===== src/rtl/ysyx_22040088_lsu.sv =====
// Multi-cycle load/store unit: latches one EXU memory op, runs a valid/ready
// request/response exchange with data memory and returns formatted load data.
module ysyx_22040088_lsu #(
  parameter int TIMEOUT = 255
) (
  input  logic        clk,
  input  logic        rst,
  input  logic        in_valid,
  output logic        in_ready,
  input  logic        in_load,
  input  logic        in_store,
  input  logic [2:0]  in_funct3,
  input  logic [63:0] in_addr,
  input  logic [63:0] in_wdata,
  output logic        mem_req_valid,
  input  logic        mem_req_ready,
  output logic        mem_req_wen,
  output logic [63:0] mem_req_addr,
  output logic [63:0] mem_req_wdata,
  output logic [7:0]  mem_req_wmask,
  input  logic        mem_resp_valid,
  input  logic [63:0] mem_resp_rdata,
  output logic        out_valid,
  input  logic        out_ready,
  output logic [63:0] out_rdata,
  output logic        out_err
);

  typedef enum logic [1:0] {S_IDLE, S_REQ, S_WAIT, S_DONE} state_t;

  localparam bit          TO_EN   = (TIMEOUT != 0);
  localparam logic [31:0] TO_LAST = (TIMEOUT > 0) ? 32'(TIMEOUT - 1) : 32'd0;

  state_t      r_state;
  logic [2:0]  r_funct3;
  logic [2:0]  r_lane;
  logic        r_store;
  logic [31:0] r_cnt;
  logic        r_in_ready;
  logic        r_req_valid;
  logic        r_req_wen;
  logic [63:0] r_req_addr;
  logic [63:0] r_req_wdata;
  logic [7:0]  r_req_wmask;
  logic        r_out_valid;
  logic [63:0] r_out_rdata;
  logic        r_out_err;

  logic        w_misaligned;
  logic        w_illegal;
  logic [7:0]  w_size_mask;
  logic [7:0]  w_wmask;
  logic [63:0] w_wdata;
  logic [63:0] w_shifted;
  logic [63:0] w_load_data;
  logic        w_timeout;

  always_comb begin
    w_misaligned = 1'b0;
    w_size_mask  = 8'h01;
    case (in_funct3[1:0])
      2'b00: begin
        w_misaligned = 1'b0;
        w_size_mask  = 8'h01;
      end
      2'b01: begin
        w_misaligned = in_addr[0];
        w_size_mask  = 8'h03;
      end
      2'b10: begin
        w_misaligned = |in_addr[1:0];
        w_size_mask  = 8'h0F;
      end
      default: begin
        w_misaligned = |in_addr[2:0];
        w_size_mask  = 8'hFF;
      end
    endcase
  end

  assign w_illegal = w_misaligned | (in_funct3 == 3'b111) | (in_load & in_store);
  assign w_wmask   = w_size_mask << in_addr[2:0];
  assign w_wdata   = in_wdata << {in_addr[2:0], 3'b000};
  assign w_shifted = mem_resp_rdata >> {r_lane, 3'b000};
  assign w_timeout = TO_EN && (r_cnt == TO_LAST);

  always_comb begin
    w_load_data = w_shifted;
    case (r_funct3)
      3'b000:  w_load_data = {{56{w_shifted[7]}}, w_shifted[7:0]};
      3'b001:  w_load_data = {{48{w_shifted[15]}}, w_shifted[15:0]};
      3'b010:  w_load_data = {{32{w_shifted[31]}}, w_shifted[31:0]};
      3'b100:  w_load_data = {56'd0, w_shifted[7:0]};
      3'b101:  w_load_data = {48'd0, w_shifted[15:0]};
      3'b110:  w_load_data = {32'd0, w_shifted[31:0]};
      default: w_load_data = w_shifted;
    endcase
  end

  always_ff @(posedge clk or posedge rst) begin
    if (rst) begin
      r_state     <= S_IDLE;
      r_funct3    <= 3'd0;
      r_lane      <= 3'd0;
      r_store     <= 1'b0;
      r_cnt       <= 32'd0;
      r_in_ready  <= 1'b1;
      r_req_valid <= 1'b0;
      r_req_wen   <= 1'b0;
      r_req_addr  <= 64'd0;
      r_req_wdata <= 64'd0;
      r_req_wmask <= 8'd0;
      r_out_valid <= 1'b0;
      r_out_rdata <= 64'd0;
      r_out_err   <= 1'b0;
    end else begin
      case (r_state)
        S_IDLE: begin
          if (in_valid) begin
            r_funct3   <= in_funct3;
            r_lane     <= in_addr[2:0];
            r_store    <= in_store;
            r_in_ready <= 1'b0;
            if (w_illegal || !(in_load || in_store)) begin
              r_state     <= S_DONE;
              r_out_valid <= 1'b1;
              r_out_err   <= w_illegal;
              r_out_rdata <= 64'd0;
            end else begin
              r_state     <= S_REQ;
              r_req_valid <= 1'b1;
              r_req_wen   <= in_store;
              r_req_addr  <= {in_addr[63:3], 3'b000};
              r_req_wdata <= in_store ? w_wdata : 64'd0;
              r_req_wmask <= in_store ? w_wmask : 8'd0;
            end
          end
        end
        S_REQ: begin
          if (mem_req_ready) begin
            r_state     <= S_WAIT;
            r_req_valid <= 1'b0;
            r_cnt       <= 32'd0;
          end
        end
        S_WAIT: begin
          // a response landing on the timeout cycle still counts as success
          if (mem_resp_valid) begin
            r_state     <= S_DONE;
            r_out_valid <= 1'b1;
            r_out_err   <= 1'b0;
            r_out_rdata <= r_store ? 64'd0 : w_load_data;
          end else if (w_timeout) begin
            r_state     <= S_DONE;
            r_out_valid <= 1'b1;
            r_out_err   <= 1'b1;
            r_out_rdata <= 64'd0;
          end else begin
            r_cnt <= r_cnt + 32'd1;
          end
        end
        default: begin
          if (out_ready) begin
            r_state     <= S_IDLE;
            r_out_valid <= 1'b0;
            r_out_err   <= 1'b0;
            r_out_rdata <= 64'd0;
            r_in_ready  <= 1'b1;
          end
        end
      endcase
    end
  end

  assign in_ready      = r_in_ready;
  assign mem_req_valid = r_req_valid;
  assign mem_req_wen   = r_req_wen;
  assign mem_req_addr  = r_req_addr;
  assign mem_req_wdata = r_req_wdata;
  assign mem_req_wmask = r_req_wmask;
  assign out_valid     = r_out_valid;
  assign out_rdata     = r_out_rdata;
  assign out_err       = r_out_err;

endmodule


===== config.mk =====
export PLATFORM = sky130hd
export DESIGN_NAME = ysyx_22040088_lsu
export DESIGN_NICKNAME = d
export VERILOG_FILES = /design/src/rtl/ysyx_22040088_lsu.sv
export SDC_FILE = /design/constraint.sdc
export NUM_CORES = 1
export LEC_CHECK = 0
export BUFFER_PORTS_ARGS = -buffer_cell sky130_fd_sc_hd__buf_4
export CORE_MARGIN = 1.5
export CORE_UTILIZATION = 52
export CTS_CLUSTER_SIZE = 40
export DETAILED_ROUTE_END_ITERATION = 16
export GPL_TIMING_DRIVEN = 0
export PLACE_DENSITY = 0.81
export SYNTH_ARGS = -nofsm -noshare
export SYNTH_HDL_FRONTEND = slang
export SYNTH_SLANG_ARGS = --single-unit
export TNS_END_PERCENT = 5

===== constraint.sdc =====
create_clock -name clk -period 8 [get_ports clk]
set_input_delay 0.4 -clock clk [delete_from_list [all_inputs] [get_ports clk]]
set_output_delay 0.4 -clock clk [all_outputs]
set_load 0.1 [all_outputs]

==> impl_metrics.py, run 1 <==
metrics = {
    "global_routing": {
        "grt_pass1_vias": 12200,
        "grt_pass1_wl_um": 72800,
        "antenna_found_initial": 2,
        "grt_usage_pct": 36.1,
        "grt_max_degree": 112,
        "overflow": 0,
    },
    "synthesis": {
        "synth_area_leaders": "dfrtp_1, mux4_2, mux2_2, mux2i_1, a22o_1",
        "postSynthCellCount": 1182,
        "synth_edf_count": 0,
        "ys_warn_count": 0,
        "ys_ff_latch": 243,
        "async_reset_ff_share_pct": 100,
        "ys_types": 69,
        "yosys.area.top_type": "dfrtp_1",
        "synth_top_area_share_pct": 44.9,
        "synth-main-ff-cell": "dfrtp_1",
        "synth_area_per_cell_um2": 11.4,
        "ys_seq_area_share_pct": 45.1,
        "synth.cell_area_mm2": 0.0135,
    },
    "layout": {
        "final_layout_size_suffix_gt1_share_pct": 40.1,
        "mostFrequentLayoutCell": "buf_4",
        "seq_area_mm2": 0.00608,
        "design_area_mm2": 0.0179,
        "nets": 1827,
        "fillers": 1892,
        "final_cell_mix": "buf_4, dfrtp_1, nand2_1, a22o_1, mux2i_1",
        "syn2layout_area_growth_pct": 32.7,
        "fin_cells": 1970,
        "multiInputGateArea_mm2": 0.00681,
    },
    "sta": {
        "rsz0062_at_grt": "false",
        "fin_worst_skew_ns": 0.0105,
        "finalSetupTns_ns": 0,
        "relSlewSlack_pct": 16.7,
        "setup_violations": 0,
        "period_minus_slack_ns": 3.08,
        "fmax_mhz": 324,
        "hold_viol": 0,
        "worstMarginPinSlew_ns": 1.24,
        "slew_viol_final": 0,
        "fin_ws_ns": 4.92,
        "finalCritPeriodShare_pct": 38.5,
    },
    "drt": {
        "totalWireLength_um": 49700,
        "drt_iter0_drc": 1565,
        "vias_per_cell": 6.35,
        "ant_nets": 0,
        "avgRoutedWirePerCell_um": 25.2,
        "vias": 12500,
        "dr.pass1.iters": 5,
        "drc_errors": 0,
    },
    "critical_path": {
        "worst_ep_arrival_time_ns": 3.55,
        "required_ns": 8.47,
        "end_kind": "flip-flop",
        "cp_cell_sequence": "inv_1 -> ha_1 -> buf_4 -> nand3b_1 -> nor4_1 -> o21ai_1 -> o32ai_4 -> buf_6 -> a22o_1",
        "critPathMaxStageDelay_ns": 0.70,
        "path_class": "flip-flop to flip-flop",
        "worst_setup_path_start_kind": "flip-flop",
        "crit_slowest_cell": "o32ai_4",
        "path_max_fanout": 10,
    },
    "floorplanning": {
        "die_area_mm2": 0.0269,
        "ios": 408,
        "die_w_um": 164,
        "core_mm2": 0.0253,
        "die_y_um": 164,
        "initial_core_util_pct": 53.2,
        "row_count": 58,
    },
    "power": {
        "max-vdd-ir-drop_uv": 434,
        "pwr_density_cell_mw_per_mm2": 490,
        "p_total_mw": 8.77,
        "total_leakage_power_nw": 8.49,
    },
    "clock_tree": {
        "clock_sink_count": 243,
        "clkLatencyLatePin_ns": 0.53,
        "path_clk_slew_ns": 0.07,
        "cts_buffer_depth": 3,
        "cts_tree": "yes",
        "cts_buffers": 26,
        "cts-root-buf": "clkbuf_16",
        "htree_levels": 1,
    },
    "placed_design": {
        "dp.final_hpwl_um": 37500,
        "preCtsSetupSlack_ns": 4.99,
        "gp_congestion": 0.989,
        "placed_area_mm2": 0.0170,
        "dp_cells": 1919,
        "io_buffers": 403,
    },
    "status": {
        "outcome": "finished, final reports clean",
    },
    "worst_hold_path": {
        "hp-class": "primary input to flip-flop",
    },
    "flow_run": {
        "cap_violations": 0,
    },
}
worst max-delay path: cells and delay by family, from the launching register on:
family                   cells  cell delay, ns
AND/OR/NAND/NOR              2            0.51
flip-flops                   1            0.41
buffers and inverters        3            0.53
adder cells (fa/ha/maj)      1            0.19
AO/OA/AOI/OAI                3            1.36
Yosys cell counts (26+ instances only):
cell type and number:
a21oi_1 32, a22o_1 82, buf_2 29, clkbuf_1 42, dfrtp_1 242, mux2_2 77, mux2i_1 79, mux4_2 57
nand2_1 132, nand3_1 26, nor2_1 33, o21ai_0 65, o2bb2ai_1 30
registers in the layout, summed over array words and instances (netlist names):
name           flops
in_ready           1
mem_req_addr      61
mem_req_valid      1
mem_req_wdata     64
mem_req_wen        1
mem_req_wmask      8
out_err            1
out_rdata         64
out_valid          1
r_cnt             32
r_funct3           3
r_lane             3
r_state            2
r_store            1
timing repair:
action	in CTS	in global routing
resized for setup	0	0
hold endpoints to repair	43	0
hold buffers	1	0
buffers inserted	0	0
logic make-up after synthesis:
| logic type | after synthesis | synth area share [%] |
|---|---|---|
| buffers and inverters | 120 | 4.36 |
| muxes | 215 | 22.0 |
| other | 1 | 0.0278 |
| DFF | 243 | 45.1 |
| xor gates and xnor gates | 6 | 0.390 |
| adders and majority gates | 6 | 0.557 |
| AOI/OAI and AO/OA | 303 | 16.7 |
| and+or+nand+nor | 288 | 10.8 |
worst paths after layout:
kind / start / endpoint / slack (ns) / cells after the start
setup / recovery: r_state[0]$_DFFE_PP0P_ / out_rdata[45]$_DFFE_PP0P_ / 4.92 / 9
hold / removal: in_addr[6] / mem_req_addr[6]$_DFFE_PP0P_ / 0.1 / 2
setup reg to reg: r_state[0]$_DFFE_PP0P_ / out_rdata[45]$_DFFE_PP0P_ / 4.92 / 9
hold reg to reg: mem_req_wdata[59]$_DFFE_PP0P_ / mem_req_wdata[59]$_DFFE_PP0P_ / 0.49 / 2
max in group asynchronous: rst / out_rdata[45]$_DFFE_PP0P_ / 6.72 / 4
min in group asynchronous: rst / r_cnt[9]$_DFFE_PP0P_ / 0.42 / 3
layout make-up:
type,count,share of cell area [%]
Multi-Input combinational cell,821,38.1
Buffer,106,2.99
Tap cell,330,2.31
Sequential cell,243,34.0
Antenna cell,2,0.0280
Inverter,14,0.336
Clock buffer,38,4.40
Clock inverter,10,0.546
Timing Repair Buffer,406,17.3
through the flow:
stage | hold slack (ns) | utilization [%]
3_5_place_dp | 0.417 | 67.0
4_1_cts | 0.0803 | 70.6
2_1_floorplan | 0.441 | -
3_3_place_gp | 0.456 | 66.8
6_report | 0.0975 | 70.6
5_1_grt | 0.0891 | 70.6
power breakdown:
group          switching [mW]  internal [mW]
clock network           0.520          0.718
logic                    4.22           1.36
registers               0.305           1.64
per-layer routing:
layer  vias to the layer above  track usage (%)  part of all wire [%]
li1                       5363                -                     -
met1                      6177             50.9                    40
met2                       839             54.8                    46
met3                       126             8.33                    10
met4                         0             13.1                   4.2
met5                         -                0                     0
No activity file was read; power rests on OpenSTA's default activity.
==> run 2, diff against run 1 <==
- ABC_AREA: unset -> 1
- CORE_UTILIZATION: 52 -> 48
- PLACE_DENSITY: 0.81 -> 0.78
- clock period: 8 -> 2.6 ns (I/O delays scaled with it)
==> run 2 against run 1 <==
Register-to-register slack got worse by 4.8 ns. First-iteration DRC count is 33% higher. Global-route usage rose by 7.1 points. Sequential cell count unchanged. Die area increased by 13%. Via count rose by 37%. Worst hold slack got worse by 0.062 ns. Final area up 8.3%. Utilization decreased by 3.3 points. Non-clock buffer count is 95 higher.
==> impl_metrics.py, run 2 <==
metrics = {
    "status": {
        "outcome": "finished, final reports clean",
    },
    "power": {
        "switching_share_pct": 61.4,
        "total_leakage_power_nw": 10.6,
        "p_comb_share_pct": 64.5,
        "p_total_mw": 28.2,
        "power_frac_clock_pct": 14.4,
        "p_switching_mw": 17.3,
        "p_int_mw": 10.9,
        "pwr_density_cell_mw_per_mm2": 1460,
        "max-vdd-ir-drop_uv": 1600,
        "pwr-share-seq_pct": 21.0,
    },
    "clock_tree": {
        "clkLatencyLatePin_ns": 0.57,
        "postCtsSetupBuffers": 0,
        "cts_tree": "yes",
        "cts_buffers": 27,
        "path_clk_slew_ns": 0.07,
        "cts-root-buf": "clkbuf_16",
        "clock_sink_count": 243,
        "htree_levels": 1,
        "cts_buffer_depth": 3,
    },
    "floorplanning": {
        "die_w_um": 174,
        "initial_core_util_pct": 48.8,
        "core_mm2": 0.0288,
        "ios": 408,
        "die_area_mm2": 0.0303,
        "die_y_um": 174,
        "row_count": 62,
    },
    "sta": {
        "rsz0062_at_grt": "false",
        "fmax_mhz": 400,
        "hold_viol": 0,
        "finalCritPeriodShare_pct": 96.2,
        "worstMarginPinSlew_ns": 0.864,
        "relSlewSlack_pct": 42.0,
        "fin_worst_skew_ns": 0.0325,
        "timing.hold.ws_ns": 0.0354,
        "setup_violations": 0,
        "fin_ws_ns": 0.0987,
        "slew_viol_final": 0,
        "finalSetupTns_ns": 0,
        "period_minus_slack_ns": 2.50,
    },
    "synthesis": {
        "synth_area_leaders": "dfrtp_1, nand2_1, o21ai_0, nand3_1, nor2_1",
        "synth_area_per_cell_um2": 6.81,
        "postSynthCellCount": 2064,
        "ys_types": 37,
        "ys_seq_area_share_pct": 43.3,
        "async_reset_ff_share_pct": 100,
        "synth_top_area_share_pct": 43.1,
        "synth.most_common_cell": "nand2_1",
        "synth_edf_count": 0,
        "synth-main-ff-cell": "dfrtp_1",
        "ys_warn_count": 0,
        "ys_ff_latch": 243,
        "synth.cell_area_mm2": 0.0141,
        "yosys.area.top_type": "dfrtp_1",
        "synthTopCellsByCount": "nand2_1, dfrtp_1, o21ai_0, nor2_1, nand3_1",
    },
    "drt": {
        "ant_nets": 0,
        "drt_iter0_drc": 2081,
        "vias_per_cell": 5.76,
        "drc_errors": 0,
        "avgRoutedWirePerCell_um": 22.3,
        "dr.pass1.iters": 8,
        "totalWireLength_um": 66500,
        "vias": 17200,
    },
    "critical_path": {
        "end_kind": "flip-flop",
        "path_max_fanout": 10,
        "path_delay_family": "buffers and inverters",
        "critPathMaxStageDelay_ns": 0.47,
        "worst_ep_arrival_time_ns": 2.96,
        "worst_setup_path_start_kind": "flip-flop",
        "path_common_cell": "nand2_1",
        "cp_cell_sequence": "inv_1 -> clkbuf_1 -> clkbuf_1 -> o21ai_0 -> o21ai_0 -> nand2_1 -> nand2_1 -> nand2_1",
        "required_ns": 3.06,
        "cp.buffers_inverters": 3,
        "crit_slowest_cell": "clkbuf_1",
        "path_class": "flip-flop to flip-flop",
    },
    "placed_design": {
        "dp_cells": 2858,
        "dp.final_hpwl_um": 49100,
        "preCtsSetupSlack_ns": 0.0103,
        "gp_congestion": 1.06,
        "io_buffers": 402,
    },
    "global_routing": {
        "antenna_found_initial": 1,
        "grt_max_degree": 44,
        "grt_pass1_vias": 17400,
        "grt_pass1_wl_um": 99900,
        "grt_usage_pct": 43.2,
        "overflow": 0,
    },
    "layout": {
        "syn2layout_area_growth_pct": 37.8,
        "nets": 2787,
        "final_cell_mix": "nand2_1, buf_4, dfrtp_1, o21ai_0, nor2_1",
        "final_layout_size_suffix_gt1_share_pct": 20.8,
        "mostFrequentLayoutCell": "nand2_1",
        "fin_cells": 2985,
    },
    "flow_run": {
        "cap_violations": 0,
    },
    "worst_hold_path": {
        "hp-class": "primary input to flip-flop",
    },
}
[run 2: area by class of cell]
cell class                      count  area, um2
Antenna cell                        3       7.51
Buffer                            124        604
Clock buffer                       35        756
Clock inverter                     14        161
Fill cell                        2353       9410
Inverter                          125        473
Multi-Input combinational cell   1574       6910
Sequential cell                   243       6080
Tap cell                          384        480
Timing Repair Buffer              483       3890
[run 2: path summary, 6_finish.rpt]
kind | to | depth (start not counted) | slack, ns | startpoint
min | mem_req_wdata[32]$_DFFE_PP0P_ | 5 | 0.04 | in_wdata[16]
min in group asynchronous | out_rdata[29]$_DFFE_PP0P_ | 3 | 0.17 | rst
max in group asynchronous | in_ready$_DFFE_PP1P_ | 6 | 1.20 | rst
max reg2reg | out_rdata[22]$_DFFE_PP0P_ | 8 | 0.1 | r_lane[2]$_DFFE_PP0P_
min reg2reg | out_rdata[56]$_DFFE_PP0P_ | 2 | 0.48 | out_rdata[56]$_DFFE_PP0P_
max | out_rdata[22]$_DFFE_PP0P_ | 8 | 0.1 | r_lane[2]$_DFFE_PP0P_
[run 2: what timing repair did]
action	4_1_cts	5_1_grt
endpoints found under the hold margin	139	0
hold buffers	75	0
resized for setup	1	5
endpoints found under the setup margin	1	37
[run 2: cells by family (layout without fill, tap and decap cells)]
logic type      count (synthesis)  count (layout)  share of synthesized area, %
compound gates                283             283                          10.8
xor+xnor                        6               6                         0.374
fa+ha+maj                       6               6                         0.534
buf+inv                       249             781                          7.62
flops                         243             243                          43.3
mux                            23              23                          1.64
other cells                     1               6                        0.0267
simple gates                 1253            1253                          35.8
[run 2: worst register-to-register path, stage by stage (launching register included)]
cell,delay (ns)
dfrtp_1,0.43
inv_1,0.15
clkbuf_1,0.47
clkbuf_1,0.47
o21ai_0,0.35
o21ai_0,0.32
nand2_1,0.10
nand2_1,0.07
nand2_1,0.04
[run 2: per-stage QoR]
stage          utilization (%)  area [um2]
2_1_floorplan                -       14100
3_3_place_gp              61.0       17600
3_5_place_dp              61.5       17700
4_1_cts                   67.3       19400
5_1_grt                   67.3       19400
6_report                  67.3       19400
[run 2: layer usage]
layer	vias to the layer above	share of wire, %	global-route usage (%)
met5	-	0	0
met4	0	7.6	28.7
met3	333	10	8.99
met2	1273	46	70.7
met1	7980	36	51.5
li1	7596	-	-
[run 2: power by group through the flow]
stage	sequential, mW	combinational (mW)	clock [mW]
floorplan	14.0	4.64	0
global placement	5.82	17.5	0
detailed placement	5.84	17.7	0
CTS	5.82	17.9	4.00
global route	6.02	18.9	4.21
finish	5.93	18.2	4.07
